`src/rtl/cva6_lsu_issue_arbiter.sv`:
```
// cva6_lsu_issue_arbiter
//
// Purpose: merges a load requester and a store requester onto the single
// LSU issue port. It allows at most one outstanding load and one outstanding
// store, forces MIN_GAP idle cycles after every issue and honours lsu_ready_i.
// It retires requests on their memory responses. It also flags two errors,
// both sticky: a spurious response, and a response that is overdue.
//
// Ports:
//   clk_i, rst_ni                     clock, asynchronous active-low reset
//   ld_req_valid_i/addr_i/ready_o     load request handshake
//   st_req_valid_i/addr_i/ready_o     store request handshake
//   lsu_ready_i                       LSU can take a new instruction
//   lsu_instr_o/is_load_o/instr_valid_o  registered issue to the LSU
//   load_mem_resp_i, store_mem_resp_i response pulses
//   ld_busy_o, st_busy_o              request outstanding (FSM in WAIT)
//   ld_done_o, st_done_o              one-cycle retire pulses
//   spurious_o, timeout_o             sticky error flags
//
// Handshake: a request transfers on a rising edge where valid and ready are
// both high. ready is combinational, so a requester must not make valid
// depend on ready. At most one of the two readies is high in any cycle. The
// transferred request appears on the LSU port for exactly the next cycle.

module cva6_lsu_issue_arbiter #(
    parameter int unsigned ADDR_W  = 32,
    parameter int unsigned MIN_GAP = 3,
    parameter int unsigned TIMEOUT = 255
) (
    input  logic              clk_i,
    input  logic              rst_ni,
    input  logic              ld_req_valid_i,
    input  logic [ADDR_W-1:0] ld_req_addr_i,
    output logic              ld_req_ready_o,
    input  logic              st_req_valid_i,
    input  logic [ADDR_W-1:0] st_req_addr_i,
    output logic              st_req_ready_o,
    input  logic              lsu_ready_i,
    output logic [ADDR_W-1:0] lsu_instr_o,
    output logic              lsu_is_load_o,
    output logic              lsu_instr_valid_o,
    input  logic              load_mem_resp_i,
    input  logic              store_mem_resp_i,
    output logic              ld_busy_o,
    output logic              st_busy_o,
    output logic              ld_done_o,
    output logic              st_done_o,
    output logic              spurious_o,
    output logic              timeout_o
);

    typedef enum logic {
        ST_IDLE = 1'b0,
        ST_WAIT = 1'b1
    } req_state_e;

    localparam logic [7:0] GAP_LOAD = 8'(MIN_GAP);
    localparam logic [7:0] TMO_MAX  = 8'(TIMEOUT);

    req_state_e        ld_state_q, ld_state_d;
    req_state_e        st_state_q, st_state_d;
    logic [7:0]        gap_q, gap_d;
    logic              rr_st_q, rr_st_d;      // 1: store wins the next tie
    logic [ADDR_W-1:0] instr_q, instr_d;
    logic              is_load_q, is_load_d;
    logic              instr_valid_q, instr_valid_d;
    logic              ld_done_q, ld_done_d;
    logic              st_done_q, st_done_d;
    logic              spurious_q, spurious_d;
    logic              timeout_q, timeout_d;
    logic [7:0]        ld_cnt_q, ld_cnt_d;
    logic [7:0]        st_cnt_q, st_cnt_d;

    logic ld_elig, st_elig, ld_grant, st_grant;

    // Eligibility is gated by rst_ni so that ready stays low while reset is held.
    always_comb begin
        ld_elig  = rst_ni & ld_req_valid_i & (ld_state_q == ST_IDLE)
                 & (gap_q == 8'd0) & lsu_ready_i;
        st_elig  = rst_ni & st_req_valid_i & (st_state_q == ST_IDLE)
                 & (gap_q == 8'd0) & lsu_ready_i;
        ld_grant = ld_elig & (~st_elig | ~rr_st_q);
        st_grant = st_elig & (~ld_elig | rr_st_q);
    end

    always_comb begin
        ld_state_d    = ld_state_q;
        st_state_d    = st_state_q;
        gap_d         = gap_q;
        rr_st_d       = rr_st_q;
        instr_d       = '0;
        is_load_d     = is_load_q;
        instr_valid_d = ld_grant | st_grant;
        ld_done_d     = 1'b0;
        st_done_d     = 1'b0;
        spurious_d    = spurious_q;
        ld_cnt_d      = ld_cnt_q;
        st_cnt_d      = st_cnt_q;

        if (ld_grant || st_grant) begin
            gap_d = GAP_LOAD;
        end else if (gap_q != 8'd0) begin
            gap_d = gap_q - 8'd1;
        end

        if (ld_grant) begin
            rr_st_d   = 1'b1;
            instr_d   = ld_req_addr_i;
            is_load_d = 1'b1;
        end else if (st_grant) begin
            rr_st_d   = 1'b0;
            instr_d   = st_req_addr_i;
            is_load_d = 1'b0;
        end

        // A response in IDLE is spurious even in the grant cycle, since the
        // request only becomes outstanding on the following edge.
        case (ld_state_q)
            ST_IDLE: begin
                if (ld_grant)        ld_state_d = ST_WAIT;
                if (load_mem_resp_i) spurious_d = 1'b1;
            end
            ST_WAIT: begin
                if (load_mem_resp_i) begin
                    ld_state_d = ST_IDLE;
                    ld_done_d  = 1'b1;
                end
            end
            default: ld_state_d = ST_IDLE;
        endcase

        case (st_state_q)
            ST_IDLE: begin
                if (st_grant)         st_state_d = ST_WAIT;
                if (store_mem_resp_i) spurious_d = 1'b1;
            end
            ST_WAIT: begin
                if (store_mem_resp_i) begin
                    st_state_d = ST_IDLE;
                    st_done_d  = 1'b1;
                end
            end
            default: st_state_d = ST_IDLE;
        endcase

        // Wait counters saturate at TIMEOUT so the flag cannot wrap away.
        if (ld_grant) begin
            ld_cnt_d = 8'd0;
        end else if (ld_state_q == ST_WAIT && ld_cnt_q != TMO_MAX) begin
            ld_cnt_d = ld_cnt_q + 8'd1;
        end
        if (st_grant) begin
            st_cnt_d = 8'd0;
        end else if (st_state_q == ST_WAIT && st_cnt_q != TMO_MAX) begin
            st_cnt_d = st_cnt_q + 8'd1;
        end

        timeout_d = timeout_q | (ld_cnt_d == TMO_MAX) | (st_cnt_d == TMO_MAX);
    end

    always_ff @(posedge clk_i or negedge rst_ni) begin
        if (!rst_ni) begin
            ld_state_q    <= ST_IDLE;
            st_state_q    <= ST_IDLE;
            gap_q         <= 8'd0;
            rr_st_q       <= 1'b0;
            instr_q       <= '0;
            is_load_q     <= 1'b0;
            instr_valid_q <= 1'b0;
            ld_done_q     <= 1'b0;
            st_done_q     <= 1'b0;
            spurious_q    <= 1'b0;
            timeout_q     <= 1'b0;
            ld_cnt_q      <= 8'd0;
            st_cnt_q      <= 8'd0;
        end else begin
            ld_state_q    <= ld_state_d;
            st_state_q    <= st_state_d;
            gap_q         <= gap_d;
            rr_st_q       <= rr_st_d;
            instr_q       <= instr_d;
            is_load_q     <= is_load_d;
            instr_valid_q <= instr_valid_d;
            ld_done_q     <= ld_done_d;
            st_done_q     <= st_done_d;
            spurious_q    <= spurious_d;
            timeout_q     <= timeout_d;
            ld_cnt_q      <= ld_cnt_d;
            st_cnt_q      <= st_cnt_d;
        end
    end

    assign ld_req_ready_o    = ld_grant;
    assign st_req_ready_o    = st_grant;
    assign lsu_instr_o       = instr_q;
    assign lsu_is_load_o     = is_load_q;
    assign lsu_instr_valid_o = instr_valid_q;
    assign ld_busy_o         = (ld_state_q == ST_WAIT);
    assign st_busy_o         = (st_state_q == ST_WAIT);
    assign ld_done_o         = ld_done_q;
    assign st_done_o         = st_done_q;
    assign spurious_o        = spurious_q;
    assign timeout_o         = timeout_q;

endmodule

```
`config.mk`:
```
export PLATFORM = sky130hd
export DESIGN_NAME = cva6_lsu_issue_arbiter
export DESIGN_NICKNAME = d
export VERILOG_FILES = /design/src/rtl/cva6_lsu_issue_arbiter.sv
export SDC_FILE = /design/constraint.sdc
export NUM_CORES = 1
export LEC_CHECK = 0
export ABC_CLOCK_PERIOD_IN_PS = 6460
export CAP_MARGIN = 20
export CORE_ASPECT_RATIO = 0.6
export CORE_UTILIZATION = 46
export CTS_CLUSTER_DIAMETER = 30
export DETAILED_ROUTE_END_ITERATION = 10
export PLACE_DENSITY_LB_ADDON = 0.1
export REMOVE_ABC_BUFFERS = 1
export SLEW_MARGIN = 20
export SYNTH_ARGS = -nofsm -noshare
export SYNTH_HDL_FRONTEND = slang
export SYNTH_SLANG_ARGS = --single-unit
export TNS_END_PERCENT = 100
```
`constraint.sdc`:
```
create_clock -name clk_i -period 6.46 [get_ports clk_i]
set_input_delay 1.292 -clock clk_i [delete_from_list [all_inputs] [get_ports clk_i]]
set_output_delay 1.292 -clock clk_i [all_outputs]
set_load 0.02 [all_outputs]
```
# Yosys cells after proc, flatten, opt, wreduce, memory -nomap -nowiden
# Index checks and enable logic that the tools add are counted.
word_totals:
  register_bits: 64
  inputBits: 71
  out_inout_bits: 42
  elab_cells: 70
classes:
  n_addsub: 3
  eq_ne: 4
  mux: 24
  bitwise_logic: 20
  n_reduce_logical: 7
op_table:
  columns: ["operator", "count"]
  rows:
  - ["two-way mux 32 bit", 2]
  - ["two-way mux 8 bit", 6]
  - ["adder 8 x 1 -> 8 bit, second input constant", 2]
  - ["== test 8 bit, second input constant", 2]
  - ["inequality test 8 bit, second input constant", 2]
  - ["two-way mux 1 bit", 14]
  - ["AND 1 bit", 10]
  - ["logical NOT 8 bit", 1]
  - ["nonzero test 8 bit", 1]
  - ["subtractor 8 x 1 -> 8 bit, second input constant", 1]
  - ["NOT 1 bit", 5]
  - ["bitwise OR 1 bit", 5]
  - ["one-hot mux 1 bit (2 select lines)", 2]
  - ["nonzero test 2 bit", 2]
  - ["logical AND 1 bit", 2]
  - ["logical OR 1 bit", 1]

# Depth between registers and ports, before layout
# Gate-level depths: netlist (run 1).
depth:
  ltp_word: 11
  ltp_mapped: 7
  mapped_depth_nobuf: 7

# Worst setup path after synthesis (run 1)
# No wires, ideal clock.
synth_path:
  kind: "input-to-output"
  from: "in st_req_valid_i"
  to: "out st_req_ready_o"
  arrival_ps: 2399
  required_time_ps: 5168
  path_slack_ps: 2769
  cell_stages: 4
  path_buffers: 1
  path_cell_list: "nor2b_1 o2111ai_1 nor2_1 clkbuf_1"
synth_between:
  elab_chain_cells: 5
synth_lines:
  columns: ["element", "line", "rtl"]
  rows:
  - ["start, declared", "35", "input logic st_req_valid_i,"]
  - ["AND 1 bit (2 in a row)", "80", "st_elig = rst_ni & st_req_valid_i & (st_state_q == ST_IDLE)"]
  - ["AND 1 bit (2 in a row)", "81", "& (gap_q == 8'd0) & lsu_ready_i;"]
  - ["AND 1 bit", "83", "st_grant = st_elig & (~ld_elig | rr_st_q);"]
  - ["end, declared", "37", "output logic st_req_ready_o,"]
# Every way passes these cells.

# Worst setup path after layout (run 1)
# Ends and elaborated chain as after synthesis.

==> run metrics, run 1 <==
Switch Pwr=397 uW; top_reg_cell synth=dfrtp_1; Post CTS Setup Buffer Count=0; clk sink count=64; minimum hold slack=0.488 ns; commonest non-fill, non-tap cell in the layout=clkdlybuf4s50_1; FF/Latch Area=0.00160 mm2; cell-internal power=807 uW; synthesized area per cell=11.5 um2; TritonCTS Buffers=9; clock network fraction of total power=0.256; Sw Ratio=0.330; Vias=2,330; commonest non-fill, non-tap cells in the layout=clkdlybuf4s50_1 (111), dfrtp_1 (64), a22o_1 (32); FMAX=0.212 GHz; CTS clk-pin slew, worst paths=0.06 ns; gpl congestion=0.846; data required time of the critical path=5.17 ns; Crit Path Category=in2out; Starting Density=0.490; Clock Tree Buf Depth=2; die width=103 um; status=finished clean; total core area=0.00570 mm2; largest area contributor in the netlist=dfrtp_1; RSZ-0062 raised after global routing=false; Crit. End Element=output port; detailed router's first-iteration violation count=78; Tot Pwr=1.20 mW; CP most frequent cell=clkdlybuf4s50_1; Mapped Cells=243; sequential area share after synthesis=0.573; area of the multi-input gates=0.00113 mm2; Detailed Route WL=6.52 mm; critical-path cell list=clkdlybuf4s50_1 -> nor2b_1 -> o2111ai_1 -> nor2_4 -> buf_4 -> clkdlybuf4s50_1; number of global-route vias before repair=2,254; Synth area leaders=dfrtp_1 (57%), a22o_1 (10%), nor2_1 (2.8%); Port Buffers=112; crit path from=st_req_valid_i; Combinational Power Share=0.268; Hold Startpoint=spurious_o; Filler cells=396; top-area cell type share of the netlist area=0.573; nets=435; Netlist Area Pre-Place=0.00279 mm2; Diodes inserted=0; power density cells=288 mW/mm2; global-route wire length before repair=10.7 mm; Die H=62.4 um; Via density=5.26; # setup viols final=0; final hold violation count=0; # rows=21; Reg power frac=0.476; Setup Skew=0.00486 ns; total track usage=0.227; Worst slew margin=0.584; Async S/R FF share, synth=1.00; largest net degree at the start of global routing=52; Post-synth EDFFs=0; global route overflow=0; FF+latch count, synth=64; hpwl dp=4.69 mm; fraction of final layout cells sized beyond drive strength 1=0.0744; TNS Setup=0 ns; Final ANT Viol Nets=0; Post-CTS Hold Buffers=0; WP data arrival=3.43 ns; Resized cells post-CTS=0; CTS tree=built; slowest stage delay, CP=0.70 ns; Clock Latency Late Sink=0.34 ns; peak supply drop=0.169 mV; fin util=0.733; total of max-cap violations=0; DRT Pass-1 Iters=4; synth warn=0; min-delay worst type=reg2reg; clk root buf=clkbuf_8; Yosys cell types=43; final routed DRC violation total=0; WL/cell=14.7 um; Lkg Pwr=1.83 nW; die footprint=0.00640 mm2; worst r2r src=gap_q[0]; Max FO, Critical Path=45; H-tree levels=3; critical path's slowest cell=clkdlybuf4s50_1; period utilization=0.731; type of origin of the critical path=input pin; Layout area overhead=49.7%; Worst Tran Pin Value=0.624 ns; Boundary Pins=113; initial antenna violation count=0; max-slew violations=0; post-layout min period=4.73 ns
state kept, by name (all words and copies together), names as in the netlist:
signal / count
lsu_instr_o: 32
ld_done_o: 1
st_busy_o: 1
st_cnt_q: 8
st_done_o: 1
ld_busy_o: 1
timeout_o: 1
ld_cnt_q: 8
lsu_is_load_o: 1
lsu_instr_valid_o: 1
spurious_o: 1
gap_q: 8
layout make-up:
| cell class | count | share of cell area |
|---|---|---|
| flip-flops and latches | 64 | 0.383 |
| repair buffers | 115 | 0.272 |
| clock inverters | 2 | 0.00359 |
| multi-input cells | 162 | 0.270 |
| well taps | 80 | 0.0239 |
| inverters | 8 | 0.00718 |
| clock buffers | 12 | 0.0395 |
power groups by stage:
stage	sequential [mW]	clock, mW	combinational (mW)
floorplan	0.557	0	0.213
global placement	0.572	0	0.312
detailed placement	0.576	0	0.323
CTS	0.570	0.320	0.324
global route	0.588	0.338	0.366
finish	0.573	0.309	0.323
critical path, delay by kind of cell:
family                 cells  cell delay (ns)
buffers and inverters      3             1.55
AOI/OAI and AO/OA          1             0.21
and+or+nand+nor            2             0.36
cells by family (layout without fill, tap and decap cells):
group | Yosys count | after routing | synth area share
and+or+nand+nor | 78 | 78 | 0.144
AOI/OAI and AO/OA | 64 | 64 | 0.186
DFF | 64 | 64 | 0.573
buffers and inverters | 17 | 137 | 0.0246
xor gates and xnor gates | 9 | 9 | 0.0282
muxes | 7 | 7 | 0.0260
adders and majority gates | 4 | 4 | 0.0179
cell usage after synthesis (all sizes together) (4+ instances only):
cell / instances
dfrtp: 64
a22o: 32
nor2: 21
nand2: 13
nand3: 9
inv: 8
o21ai: 8
xnor2: 6
a21o: 5
clkbuf: 5
mux2i: 5
nor3: 5
buf: 4
ha: 4
nand2b: 4
nand4: 4
path summary, 6_finish.rpt:
| path | slack, ns | depth (start not counted) | endpoint |
|---|---|---|---|
| worst max-delay path | 1.73 | 6 | st_req_ready_o |
| worst min-delay path | 0.49 | 2 | spurious_o |
| worst max register to register | 3.94 | 8 | timeout_o |
| worst min register to register | 0.49 | 2 | spurious_o |
| max in group asynchronous | 4.65 | 2 | lsu_instr_o[17] |
| min in group asynchronous | 0.86 | 1 | gap_q[6] |
routing by layer:
layer | wire (um) | global-route usage
met1 | 2870 | 0.283
met2 | 2940 | 0.338
met3 | 579 | 0.104
met4 | 136 | 0.0982
met5 | 0 | 0
metrics by stage:
step / std cells / worst slack, ns / cell area (um2)
after floorplan: 234 / 1.89 / 2760
after global placement: 429 / 1.74 / 4000
after detailed placement: 429 / 1.71 / 4000
after CTS: 443 / 1.71 / 4180
after global routing: 443 / 1.56 / 4180
final: 443 / 1.73 / 4180
(Power assumes the default switching activity.)
==> run 2, diff against run 1 <==
ABC_CLOCK_PERIOD_IN_PS = 4700   (was 6460)
CORE_UTILIZATION = 43   (was 46)
clock period = 4.7 ns   (was 6.46 ns; I/O delays follow)
==> run metrics, run 2 (same netlist as run 1, synthesis figures left out) <==
status=finished clean; Crit Path Category=in2out; initial antenna violation count=0; critical path's slowest cell=clkdlybuf4s50_1; hpwl dp=4.38 mm; # setup viols final=0; final routed DRC violation total=0; nets=435; critical-path cell list=clkdlybuf4s50_1 -> nand4b_1 -> a2111oi_4 -> clkdlybuf4s50_1; largest net degree at the start of global routing=65; Layout area overhead=51.3%; worst setup path end=ld_req_ready_o; WP data arrival=2.64 ns; Via density=5.15; TNS Setup=0 ns; Diodes inserted=0; total of max-cap violations=0; R2R cell count=8; clk root buf=clkbuf_8; RSZ-0062 raised after global routing=false; clk sink count=64; global-route wire length before repair=10.0 mm; min-delay worst type=reg2reg; Final ANT Viol Nets=0; Lkg Pwr=1.84 nW; Post-CTS Hold Buffers=0; detailed router's first-iteration violation count=109; TritonCTS Buffers=9; gpl congestion=0.813; CP most frequent cell=clkdlybuf4s50_1; WL/cell=14.1 um; R2R Setup Slk=2.15 ns; die footprint=0.00683 mm2; Finished Layout Cells=449; number of global-route vias before repair=2,083; max-slew violations=0; worst r2r src=gap_q[0]; CTS clk-pin slew, worst paths=0.07 ns; cell total after placement=433; final hold violation count=0; fraction of final layout cells sized beyond drive strength 1=0.0767; commonest non-fill, non-tap cell in the layout=clkdlybuf4s50_1; Detailed Route WL=6.31 mm; post-layout min period=3.58 ns; Worst slew margin=0.480; total track usage=0.194; Resized cells post-CTS=0; data required time of the critical path=3.76 ns; peak supply drop=0.179 mV; Boundary Pins=113; Worst Tran Pin Value=0.780 ns; Critical R2R Capture=timeout_o; slowest stage delay, CP=0.67 ns; Post CTS Setup Buffer Count=0; global route overflow=0; Starting Density=0.451; Crit. End Element=output port; total core area=0.00619 mm2; Vias=2,311; Clock Tree Buf Depth=2; max FFs per register=32; period utilization=0.762; hold depth=2; H-tree levels=3; Clock Latency Late Sink=0.33 ns; type of origin of the critical path=input pin; commonest non-fill, non-tap cells in the layout=clkdlybuf4s50_1 (111), dfrtp_1 (64), a22o_1 (32); Port Buffers=112; crit path from=ld_req_valid_i; DRT Pass-1 Iters=4; Die H=64.4 um; Setup Skew=0.00798 ns; Max FO, Critical Path=2; die width=106 um; FMAX=0.279 GHz; minimum hold slack=0.493 ns; Filler cells=485; # rows=22; CTS tree=built; power density cells=413 mW/mm2
## run 2: cell types whose count changed in the layout (fill, tap and decap cells not counted), sizes merged
cell / before / now
bufinv: 0 / 2
clkbuf: 12 / 10
inv: 8 / 9
clkinv: 0 / 1
## run 2: area by class of cell
class / instances / area, um2 / share of cell area
Sequential cell: 64 / 1600 / 0.379
Inverter: 8 / 30.0 / 0.00710
Multi-Input combinational cell: 162 / 1130 / 0.268
Clock buffer: 10 / 128 / 0.0302
Tap cell: 84 / 105 / 0.0249
Clock inverter: 6 / 92.6 / 0.0219
Timing Repair Buffer: 115 / 1140 / 0.269
## run 2: per-stage QoR
stage	power (mW)	setup WS, ns	utilization	area [um2]
after floorplan	1.06	0.830	-	2760
after global placement	1.21	1.14	0.647	4010
after detailed placement	1.23	1.12	0.647	4010
after CTS	1.75	1.12	0.682	4230
after global routing	1.85	1.04	0.682	4230
final	1.74	1.12	0.682	4230
## run 2: worst min-delay path by stage
stage          slack, ns         from          end
4_1_cts             0.50  st_cnt_q[6]  st_cnt_q[6]
2_1_floorplan       0.46  st_cnt_q[6]  st_cnt_q[6]
5_1_grt             0.51   spurious_o   spurious_o
3_5_place_dp        0.48   spurious_o   spurious_o
6_report            0.49   spurious_o   spurious_o
3_3_place_gp        0.46   spurious_o   spurious_o
## run 2: worst max-delay path: cells and delay by family
family	cells	cell delay (ns)
buffers and inverters	2	1.15
AO/OA/AOI/OAI	1	0.40
AND/OR/NAND/NOR	1	0.15
## run 2: metal layers
metal | global-route usage | wire length (um) | vias up
met5 | 0 | 0 | -
met4 | 0.0625 | 42 | 0
met3 | 0.0845 | 621 | 5
met2 | 0.276 | 2700 | 103
met1 | 0.265 | 2950 | 1066
li1 | - | - | 1137
## run 2: report_power, final
part	internal, mW	switching (mW)	total [mW]
clock	0.301	0.216	0.517
sequential	0.650	0.134	0.785
combinational	0.230	0.212	0.442
